<file path="src/rtl/lcd_text_arbiter.sv">
// Round-robin arbiter sharing one lcd_init text channel among NUM_REQ clients.
// Optional WAIT watchdog enabled by defining LCD_TEXT_ARBITER_TIMEOUT_EN.
`timescale 1ns/1ps

module lcd_text_arbiter #(
  parameter int unsigned NUM_REQ        = 2,
  parameter int unsigned TEXT_BYTES     = 34,
  parameter int unsigned GAP_CYCLES     = 16,
  parameter int unsigned TIMEOUT_CYCLES = 1000000
) (
  input  logic                            CLK,
  input  logic                            RST,
  input  logic [NUM_REQ-1:0]              req,
  input  logic [NUM_REQ*8*TEXT_BYTES-1:0] text_in,
  output logic [NUM_REQ-1:0]              grant,
  output logic [NUM_REQ-1:0]              done,
  output logic                            busy,
  output logic                            lcd_send_text,
  output logic [8*TEXT_BYTES-1:0]         lcd_text,
  input  logic                            lcd_sending_done,
  output logic                            timeout_err
);

  localparam int unsigned TextW = 8 * TEXT_BYTES;
  localparam int unsigned IdxW  = $clog2(NUM_REQ);
  localparam int unsigned GapW  = (GAP_CYCLES > 1) ? $clog2(GAP_CYCLES) : 1;

  if (NUM_REQ < 2 || NUM_REQ > 4) begin : g_bad_num_req
    $error("NUM_REQ must be in 2..4");
  end
  if (GAP_CYCLES < 1 || TEXT_BYTES < 1 || TIMEOUT_CYCLES < 1) begin : g_bad_cfg
    $error("GAP_CYCLES, TEXT_BYTES and TIMEOUT_CYCLES must be at least 1");
  end

  typedef enum logic [2:0] {StIdle, StLatch, StSend, StWait, StDone, StGap} state_e;

  state_e             state_q, state_d;
  logic [IdxW-1:0]    win_q, win_d;
  logic [IdxW-1:0]    rr_q, rr_d;
  logic [NUM_REQ-1:0] grant_q, grant_d;
  logic [NUM_REQ-1:0] done_q, done_d;
  logic               send_q, send_d;
  logic [TextW-1:0]   text_q, text_d;
  logic               prev_sd_q, prev_sd_d;
  logic [GapW-1:0]    gap_cnt_q, gap_cnt_d;
  logic               to_err_q, to_err_d;
  logic [IdxW-1:0]    pick;
  logic               found;

`ifdef LCD_TEXT_ARBITER_TIMEOUT_EN
  localparam int unsigned ToW = $clog2(TIMEOUT_CYCLES + 1);
  logic [ToW-1:0] to_cnt_q, to_cnt_d;
  logic           to_hit_q, to_hit_d;
`endif

  // First requester at or after rr, wrapping modulo NUM_REQ.
  always_comb begin
    pick  = rr_q;
    found = 1'b0;
    for (int unsigned k = 0; k < NUM_REQ; k++) begin
      int unsigned idx;
      idx = int'(rr_q) + k;
      if (idx >= NUM_REQ) idx = idx - NUM_REQ;
      if (!found && req[IdxW'(idx)]) begin
        found = 1'b1;
        pick  = IdxW'(idx);
      end
    end
  end

  always_comb begin
    state_d   = state_q;
    win_d     = win_q;
    rr_d      = rr_q;
    grant_d   = grant_q;
    done_d    = '0;
    send_d    = 1'b0;
    text_d    = text_q;
    prev_sd_d = prev_sd_q;
    gap_cnt_d = gap_cnt_q;
    to_err_d  = 1'b0;
`ifdef LCD_TEXT_ARBITER_TIMEOUT_EN
    to_cnt_d  = to_cnt_q;
    to_hit_d  = to_hit_q;
`endif
    unique case (state_q)
      StIdle: begin
        if (found) begin
          win_d   = pick;
          state_d = StLatch;
        end
      end
      StLatch: begin
        grant_d        = '0;
        grant_d[win_q] = 1'b1;
        text_d         = text_in[int'(win_q)*TextW +: TextW];
        state_d        = StSend;
      end
      StSend: begin
        send_d    = 1'b1;
        // sendingDone may still be high from lcd_init's init phase; only a fresh rise counts.
        prev_sd_d = 1'b1;
        state_d   = StWait;
`ifdef LCD_TEXT_ARBITER_TIMEOUT_EN
        to_cnt_d  = '0;
        to_hit_d  = 1'b0;
`endif
      end
      StWait: begin
        prev_sd_d = lcd_sending_done;
        if (lcd_sending_done && !prev_sd_q) begin
          state_d = StDone;
`ifdef LCD_TEXT_ARBITER_TIMEOUT_EN
        end else if (to_cnt_q == ToW'(TIMEOUT_CYCLES)) begin
          state_d  = StDone;
          to_hit_d = 1'b1;
        end else begin
          to_cnt_d = to_cnt_q + 1'b1;
`endif
        end
      end
      StDone: begin
        done_d        = '0;
        done_d[win_q] = 1'b1;
        grant_d       = '0;
        rr_d          = (int'(win_q) == NUM_REQ - 1) ? '0 : win_q + 1'b1;
        gap_cnt_d     = '0;
`ifdef LCD_TEXT_ARBITER_TIMEOUT_EN
        to_err_d      = to_hit_q;
`endif
        state_d       = StGap;
      end
      StGap: begin
        if (gap_cnt_q == GapW'(GAP_CYCLES - 1)) begin
          state_d = StIdle;
        end else begin
          gap_cnt_d = gap_cnt_q + 1'b1;
        end
      end
      default: state_d = StIdle;
    endcase
  end

  always_ff @(posedge CLK or posedge RST) begin
    if (RST) begin
      state_q   <= StIdle;
      win_q     <= '0;
      rr_q      <= '0;
      grant_q   <= '0;
      done_q    <= '0;
      send_q    <= 1'b0;
      text_q    <= '0;
      prev_sd_q <= 1'b1;
      gap_cnt_q <= '0;
      to_err_q  <= 1'b0;
`ifdef LCD_TEXT_ARBITER_TIMEOUT_EN
      to_cnt_q  <= '0;
      to_hit_q  <= 1'b0;
`endif
    end else begin
      state_q   <= state_d;
      win_q     <= win_d;
      rr_q      <= rr_d;
      grant_q   <= grant_d;
      done_q    <= done_d;
      send_q    <= send_d;
      text_q    <= text_d;
      prev_sd_q <= prev_sd_d;
      gap_cnt_q <= gap_cnt_d;
      to_err_q  <= to_err_d;
`ifdef LCD_TEXT_ARBITER_TIMEOUT_EN
      to_cnt_q  <= to_cnt_d;
      to_hit_q  <= to_hit_d;
`endif
    end
  end

  assign grant         = grant_q;
  assign done          = done_q;
  assign busy          = (state_q != StIdle);
  assign lcd_send_text = send_q;
  assign lcd_text      = text_q;
  assign timeout_err   = to_err_q;

endmodule

</file>
<file path="config.mk">
export PLATFORM = sky130hd
export DESIGN_NAME = lcd_text_arbiter
export DESIGN_NICKNAME = d
export VERILOG_FILES = /design/src/rtl/lcd_text_arbiter.sv
export SDC_FILE = /design/constraint.sdc
export NUM_CORES = 1
export LEC_CHECK = 0
export ABC_AREA = 1
export BUFFER_PORTS_ARGS = -buffer_cell sky130_fd_sc_hd__buf_4
export CORE_AREA = 2 2 320 322
export DETAILED_ROUTE_END_ITERATION = 8
export DIE_AREA = 0 0 322 324
export PLACE_DENSITY = 0.35
export SYNTH_ARGS = -nofsm -noshare
export SYNTH_HDL_FRONTEND = slang
export SYNTH_SLANG_ARGS = --single-unit
</file>
<file path="constraint.sdc">
create_clock -name CLK -period 8.9 [get_ports CLK]
set_input_delay 1.78 -clock CLK [delete_from_list [all_inputs] [get_ports CLK]]
set_output_delay 1.78 -clock CLK [all_outputs]
set_load 0.005 [all_outputs]
</file>
==> results of run 1 <==
## cells in the mapped netlist (all sizes together)
| cell | instances |
|---|---|
| nor2 | 12 |
| inv | 14 |
| nand3b | 1 |
| ha | 1 |
| dfrtp | 286 |
| o21ai | 6 |
| nand4 | 2 |
| a21oi | 1 |
| o21bai | 1 |
| nand3 | 286 |
| or2 | 1 |
| clkbuf | 28 |
| conb | 1 |
| a22oi | 1 |
| nand2 | 834 |
| dfstp | 1 |
| buf | 64 |
## state kept, by name, summed over array words and instances (netlist names)
register       count
win_q              1
prev_sd_q          1
gap_cnt_q          4
done               2
rr_q               1
state_q            3
grant              2
lcd_text         272
lcd_send_text      1
## cell type report
cell class / count / area (µm²) / area share, %
clock buffers: 62 / 1220 / 5.77
diodes: 7 / 17.5 / 0.0826
clock inverters: 3 / 17.5 / 0.0826
repair buffers: 839 / 6350 / 29.9
multi-input cells: 1147 / 4730 / 22.3
well taps: 1309 / 1640 / 7.72
inverters: 14 / 56.3 / 0.265
flip-flops and latches: 287 / 7180 / 33.9
## cell families (layout without fill, tap and decap cells)
kind of cell    count (synthesis)  in the layout  synth area share, %
flops                         287            287                 57.9
buf+inv                       106            918                 4.11
compound gates                  9              9                0.404
simple gates                 1136           1136                 37.4
other cells                     1              8               0.0302
fa+ha+maj                       1              1                0.101
## final timing paths
kind	from	to	slack (ns)	depth (start not counted)
setup / recovery	state_q[1]$_DFFE_PP0P_	lcd_text[188]$_DFFE_PP0P_	5.53	7
hold / removal	lcd_text[54]$_DFFE_PP0P_	lcd_text[54]$_DFFE_PP0P_	0.49	2
setup reg to reg	state_q[1]$_DFFE_PP0P_	lcd_text[188]$_DFFE_PP0P_	5.53	7
hold reg to reg	lcd_text[54]$_DFFE_PP0P_	lcd_text[54]$_DFFE_PP0P_	0.49	2
max in group asynchronous	RST	lcd_text[254]$_DFFE_PP0P_	5.76	4
min in group asynchronous	RST	lcd_text[119]$_DFFE_PP0P_	1.33	2
## layer usage
metal | global-route usage (%) | routed length, µm | vias to the layer above
li1 | - | - | 6467
met1 | 15.3 | 28700 | 6424
met2 | 21.3 | 33900 | 550
met3 | 5.81 | 7420 | 88
met4 | 3.54 | 1390 | 6
met5 | 0 | 43 | -
## worst max-delay path, cell delays in order, from the launching register on
cell and delay [ns]:
sky130_fd_sc_hd__dfrtp_1 0.43, sky130_fd_sc_hd__inv_1 0.12, sky130_fd_sc_hd__nand3_4 0.08, sky130_fd_sc_hd__buf_4 0.74, sky130_fd_sc_hd__buf_4 0.69, sky130_fd_sc_hd__buf_4 0.79
sky130_fd_sc_hd__nand2_1 0.13, sky130_fd_sc_hd__nand3_1 0.12
## per-stage QoR
stage / cell area (µm²) / util [%] / cells / setup WS, ns
after floorplan: 12400 / - / 1540 / 3.32
after global placement: 20000 / 19.8 / 3596 / 5.06
after detailed placement: 20000 / 19.8 / 3596 / 5.08
after CTS: 21200 / 21.0 / 3661 / 5.44
after global routing: 21200 / 21.0 / 3666 / 5.25
final: 21200 / 21.0 / 3668 / 5.53
## power by group through the flow
stage / sequential (W) / clock (W) / combinational (W)
6_report: 0.00234 / 0.00158 / 0.00312
5_1_grt: 0.00242 / 0.00171 / 0.00351
4_1_cts: 0.00234 / 0.00166 / 0.00321
3_5_place_dp: 0.00235 / 0 / 0.00321
3_3_place_gp: 0.00236 / 0 / 0.00322
2_1_floorplan: 0.00235 / 0 / 0.00140
==> results.md, run 1 <==
| Metric | Reported | Unit |
| --- | --- | --- |
| Status | completed | - |
| Data required time of the critical path | 9.40 | ns |
| Half-perimeter wire length of the detailed placement result | 54.4 | mm |
| Worst slew margin relative to its limit | 30.9 | % |
| Max cap viols | 0 | - |
| Total iterations of the first detailed-routing run | 5 | - |
| Width of the die | 322 | µm |
| Number of vias in the routed layout | 13,500 | - |
| Maximum number of pins on one net before global-route repair | 153 | - |
| Synthesized instance count | 1,540 | - |
| Hold-fix buffers at CTS | 0 | - |
| Most frequent standard cell in the layout excluding fill and tap cells | sky130_fd_sc_hd__buf_4 | - |
| Total number of clock tree sinks | 287 | - |
| Total standard cell area after synthesis | 12,400 | µm² |
| Combinational share of power | 44.3 | % |
| Num ports | 828 | - |
| Number of antenna violations at the first check in global routing | 18 | - |
| Cell internal power dissipation | 0.00435 | W |
| Via count normalized by instance count | 3.69 | - |
| Total chip power | 0.00704 | W |
| Number of I/O port buffers | 826 | - |
| Number of buffers added by the clock tree synthesis step | 40 | - |
| Number of global-route vias before repair | 13,700 | - |
| CTS HTree Levels | 2 | - |
| Worst endpoint data arrival time | 3.87 | ns |
| Switch share | 38.1 | % |
| Hold violation count in the final report | 0 | - |
| Crit path capture type | flop | - |
| Nets@finish | 2,879 | - |
| Power per cell area | 332 | nW/µm² |
| Largest clock skew in the final design | 0.00943 | ns |
| Yosys synthesis warning count | 0 | - |
| Hold/Removal Path Class | flop to flop | - |
| Largest driver fanout on the critical path | 80 | - |
| Transition time at the pin with the least slew margin | 1.04 | ns |
| Placeable Area | 101,000 | µm² |
| Seq pwr share | 33.3 | % |
| Total Die Area | 104,000 | µm² |
| Fin crit period | 3.37 | ns |
| Standard-cell rows | 117 | - |
| Layout Area Growth over Synthesis | 71.1 | % |
| Largest buffer count on any clock path | 3 | - |
| Number of DRC markers in iteration 0 | 629 | - |
| Root cell of the clock tree | sky130_fd_sc_hd__clkbuf_16 | - |
| Worst supply voltage drop on vdd | 0.138 | mV |
| Crit share post-route | 37.9 | % |
| Count of final max-slew check failures | 0 | - |
| Clock input transition at the sequential cells of the worst setup and hold paths | 0.06 | ns |
| Net switching power | 0.00268 | W |
| Achievable Freq | 0.297 | GHz |
| Sequential area share after synthesis | 57.9 | % |
| Setup CP Type | flop to flop | - |
| Proportion of layout cells with a drive suffix above 1 | 38.4 | % |
| Total of cells resized after clock tree synthesis | 0 | - |
| Final hold slack | 0.491 | ns |
| Die height | 324 | µm |
| Synthesized netlist net count | 2,090 | - |
| Wire length of the first global-routing pass | 98.9 | mm |
| Top cell type by total area after synthesis | sky130_fd_sc_hd__dfrtp_1 | - |
| Overall fraction of global-route tracks in use | 13.0 | % |
| Post-synth top area share | 57.7 | % |
| Clk pwr share | 22.5 | % |
| Count of unique library cells instantiated by Yosys | 21 | - |
| Post-CTS setup buffer count | 0 | - |
| Weighted congestion reported at the end of routability-driven placement | 0.749 | - |
| Register bit total from synthesis | 287 | - |
| Setup TNS | 0 | ns |
| RSZ-0062 raised after global routing | no | - |
| Routed wire length | 71.4 | mm |
| Global-route congestion overflow total | 0 | - |
| Later-pin clock latency in the skew report | 0.57 | ns |
| Crit start category | flop | - |
| Residual DRC count | 0 | - |
| Number of filler instances in the final layout | 11,500 | - |
| Static leakage | 10.7 | nW |
| Routed WL per cell | 19.5 | µm |
| Most used cells in the layout excluding fill and tap cells | sky130_fd_sc_hd__buf_4 (835), sky130_fd_sc_hd__nand2_1 (834), sky130_fd_sc_hd__dfrtp_1 (286) | - |
| Largest cells by area after synthesis | sky130_fd_sc_hd__dfrtp_1 (58%), sky130_fd_sc_hd__nand2_1 (25%), sky130_fd_sc_hd__nand3_1 (12%) | - |
| Remaining number of nets flagged by the antenna check after routing | 0 | - |
| Initial core utilization | 12.3 | % |
| Mean instance size in the synthesized netlist | 8.05 | µm² |
| Final setup violation count | 0 | - |
| CTS tree | yes | - |
(Power assumes the default switching activity.)
==> run 2: changes to the inputs <==
- clock period: 8.9 -> 2.7 ns (I/O delays scaled with it)
==> run 2 against run 1 <==
Wire length rose by 1.7%. Combinational power rose to 3.4 times the previous value. Worst setup slack got worse by 4.9 ns. Die area did not move. Utilization rose by 0.31 points. Clock skew rose by 0.0043 ns. Global-route usage rose by 0.24 points. Hold slack got worse by 0.32 ns. Cell count rose by 0.55%. Sequential share of layout area fell by 0.50 points. Register-to-register slack got worse by 4.6 ns. Critical endpoint is now busy.
==> results.md, run 2 (synthesis results as in run 1) <==
| Metric | Reported | Unit | vs previous |
| --- | --- | --- | --- |
| Status | completed | - | unchanged |
| Placeable Area | 101,000 | µm² | unchanged |
| Total chip power | 0.0234 | W | was 0.00704 W |
| Total Die Area | 104,000 | µm² | unchanged |
| CP max stage cell | sky130_fd_sc_hd__dfrtp_1 | - | was sky130_fd_sc_hd__buf_4 |
| Total iterations of the first detailed-routing run | 5 | - | unchanged |
| Number of global-route vias before repair | 13,800 | - | was 13,700 |
| Achievable Freq | 0.488 | GHz |  |
| Power per cell area | 1090 | nW/µm² | was 332 nW/µm² |
| Global-route congestion overflow total | 0 | - | unchanged |
| Clk pwr share | 22.0 | % | was 22.5% |
| Root cell of the clock tree | sky130_fd_sc_hd__clkbuf_16 | - | unchanged |
| Total cell area at the placement stage | 20,300 | µm² | was 20,000 µm² |
| Width of the die | 322 | µm | unchanged |
| Standard-cell rows | 117 | - | unchanged |
| Crit start category | flop | - | unchanged |
| Setup CP Type | flop to primary output | - | was flop to flop |
| Global-route met3 utilization | 5.24 | % | was 5.81% |
| Clock input transition at the sequential cells of the worst setup and hold paths | 0.06 | ns | about the same |
| Die height | 324 | µm | unchanged |
| Layout Area Growth over Synthesis | 73.7 | % | was 71.1% |
| Number of buffers added by the clock tree synthesis step | 41 | - | was 40 |
| Flip-flop count of the largest register after layout | 272 | - | unchanged |
| Number of DRC markers in iteration 0 | 609 | - | was 629 |
| CTS tree | yes | - | unchanged |
| Final core utilization | 21.3 | % | was 21.0% |
| Longest individual stage delay on the worst path | 0.46 | ns | was 0.79 ns |
| Largest buffer count on any clock path | 3 | - | unchanged |
| Total of cells resized after clock tree synthesis | 0 | - | unchanged |
| Data required time of the critical path | 2.16 | ns | was 9.40 ns |
| Num ports | 828 | - | unchanged |
| Most used cells in the layout excluding fill and tap cells | sky130_fd_sc_hd__buf_4 (846), sky130_fd_sc_hd__nand2_1 (834), sky130_fd_sc_hd__dfrtp_1 (286) | - | was sky130_fd_sc_hd__buf_4 (835), sky130_fd_sc_hd__nand2_1 (834), sky130_fd_sc_hd__dfrtp_1 (286) |
| Crit path capture type | primary output | - | was flop |
| Crit share post-route | 75.9 | % |  |
| Fin crit period | 2.05 | ns |  |
| Residual DRC count | 0 | - | unchanged |
| Met2 Resource Use GR | 22.4 | % | was 21.3% |
| Overall fraction of global-route tracks in use | 13.2 | % | was 13.0% |
| Wire length of the first global-routing pass | 100 | mm | was 98.9 mm |
| Largest clock skew in the final design | 0.0137 | ns | was 0.00943 ns |
| Total number of clock tree sinks | 287 | - | unchanged |
| Nets@finish | 2,904 | - | was 2,879 |
| Static leakage | 10.9 | nW | was 10.7 nW |
| Worst slew margin relative to its limit | 28.7 | % | was 30.9% |
| Count of final max-slew check failures | 0 | - | unchanged |
| Register-to-register setup slack | 0.88 | ns | was 5.53 ns |
| Weighted congestion reported at the end of routability-driven placement | 0.752 | - | was 0.749 |
| Seq pwr share | 33.0 | % | was 33.3% |
| Half-perimeter wire length of the detailed placement result | 57.0 | mm | was 54.4 mm |
| Via count normalized by instance count | 3.68 | - | was 3.69 |
| Transition time at the pin with the least slew margin | 1.07 | ns | was 1.04 ns |
| Number of vias in the routed layout | 13,600 | - | was 13,500 |
| Routed wire length | 72.7 | mm | was 71.4 mm |
| Final setup violation count | 0 | - | unchanged |
| Initial core utilization | 12.3 | % | unchanged |
| Number of I/O port buffers | 826 | - | unchanged |
| Proportion of layout cells with a drive suffix above 1 | 38.9 | % | was 38.4% |
| Number of antenna violations at the first check in global routing | 10 | - | was 18 |
| Routed WL per cell | 19.7 | µm | was 19.5 µm |
| Post-CTS setup buffer count | 0 | - | unchanged |
| Remaining number of nets flagged by the antenna check after routing | 0 | - | unchanged |
| Cell internal power dissipation | 0.0145 | W | was 0.00435 W |
| Number of filler instances in the final layout | 11,400 | - | was 11,500 |
| Max cap viols | 0 | - | unchanged |
| GR peak layer | met2 | - | unchanged |
| Maximum number of pins on one net before global-route repair | 155 | - | was 153 |
| Hold/Removal Path Class | input port to flop | - | was flop to flop |
| Met1 global-route usage | 15.5 | % | was 15.3% |
| Combinational share of power | 45.0 | % | was 44.3% |
| Later-pin clock latency in the skew report | 0.57 | ns | about the same |
| CTS HTree Levels | 2 | - | unchanged |
| Hold violation count in the final report | 0 | - | unchanged |
| Final standard cell area without fillers | 21,500 | µm² | was 21,200 µm² |
| Most frequent standard cell in the layout excluding fill and tap cells | sky130_fd_sc_hd__buf_4 | - | unchanged |
| Switch share | 38.0 | % | was 38.1% |
| Worst endpoint data arrival time | 1.51 | ns | was 3.87 ns |
| Net switching power | 0.00888 | W | was 0.00268 W |
| RSZ-0062 raised after global routing | no | - | unchanged |
| Largest driver fanout on the critical path | 7 | - | was 80 |
| Cells traversed along the worst timing path | nor2_1 -> nand2_1 -> buf_4 | - | was inv_1 -> nand3_4 -> buf_4 -> buf_4 -> buf_4 -> nand2_1 -> nand3_1 |
| Worst supply voltage drop on vdd | 0.747 | mV | was 0.138 mV |
-- run 2: area by class of cell --
cell class | count | area (µm²) | share of cell area [%]
Clock inverter | 4 | 22.5 | 0.105
Timing Repair Buffer | 863 | 6680 | 31.0
Tap cell | 1309 | 1640 | 7.61
Sequential cell | 287 | 7180 | 33.4
Multi-Input combinational cell | 1147 | 4730 | 22.0
Clock buffer | 62 | 1210 | 5.64
Inverter | 14 | 56.3 | 0.262
Antenna cell | 2 | 5.00 | 0.0232
-- run 2: critical path, delay by kind of cell (launching register included) --
kind | cells | cell delay [ns]
DFF | 1 | 0.46
and+or+nand+nor | 2 | 0.32
buffers and inverters | 1 | 0.16
-- run 2: routing by layer --
layer  vias up  wire, µm  part of all wire (%)
li1       6506         -                     -
met1      6442     28700                    40
met2       544     35300                    49
met3        76      7280                    10
met4         2      1310                   1.8
met5         -        11                 0.015
-- run 2: power groups by stage --
stage | clock (W) | combinational [W] | sequential (W)
after floorplan | 0 | 0.00462 | 0.00774
after global placement | 0 | 0.0108 | 0.00781
after detailed placement | 0 | 0.0108 | 0.00774
after CTS | 0.00540 | 0.0109 | 0.00774
after global routing | 0.00556 | 0.0118 | 0.00800
final | 0.00515 | 0.0105 | 0.00772
-- run 2: final timing paths --
| path | cells past startpoint | from | endpoint |
|---|---|---|---|
| max | 3 | state_q[0]$_DFFE_PP0P_ | busy |
| min | 3 | text_in[170] | lcd_text[170]$_DFFE_PP0P_ |
| max reg2reg | 5 | state_q[1]$_DFFE_PP0P_ | lcd_text[177]$_DFFE_PP0P_ |
| min reg2reg | 2 | lcd_text[225]$_DFFE_PP0P_ | lcd_text[225]$_DFFE_PP0P_ |
| max in group asynchronous | 4 | RST | lcd_text[250]$_DFFE_PP0P_ |
| min in group asynchronous | 3 | RST | lcd_text[74]$_DFFE_PP0P_ |
-- run 2: per-stage QoR --
stage	cells	hold slack [ns]	setup TNS [ns]	worst slack (ns)
after floorplan	1540	0.458	-470.93	-1.64
after global placement	3619	0.481	0	0.900
after detailed placement	3619	0.482	0	0.887
after CTS	3686	0.115	0	0.567
after global routing	3688	0.137	0	0.545
final	3688	0.174	0	0.650
-- run 2: repair_timing --
action                                  CTS  global route
endpoints found under the hold margin     4             0
endpoints found under the setup margin    0             0
hold buffers                              1             0
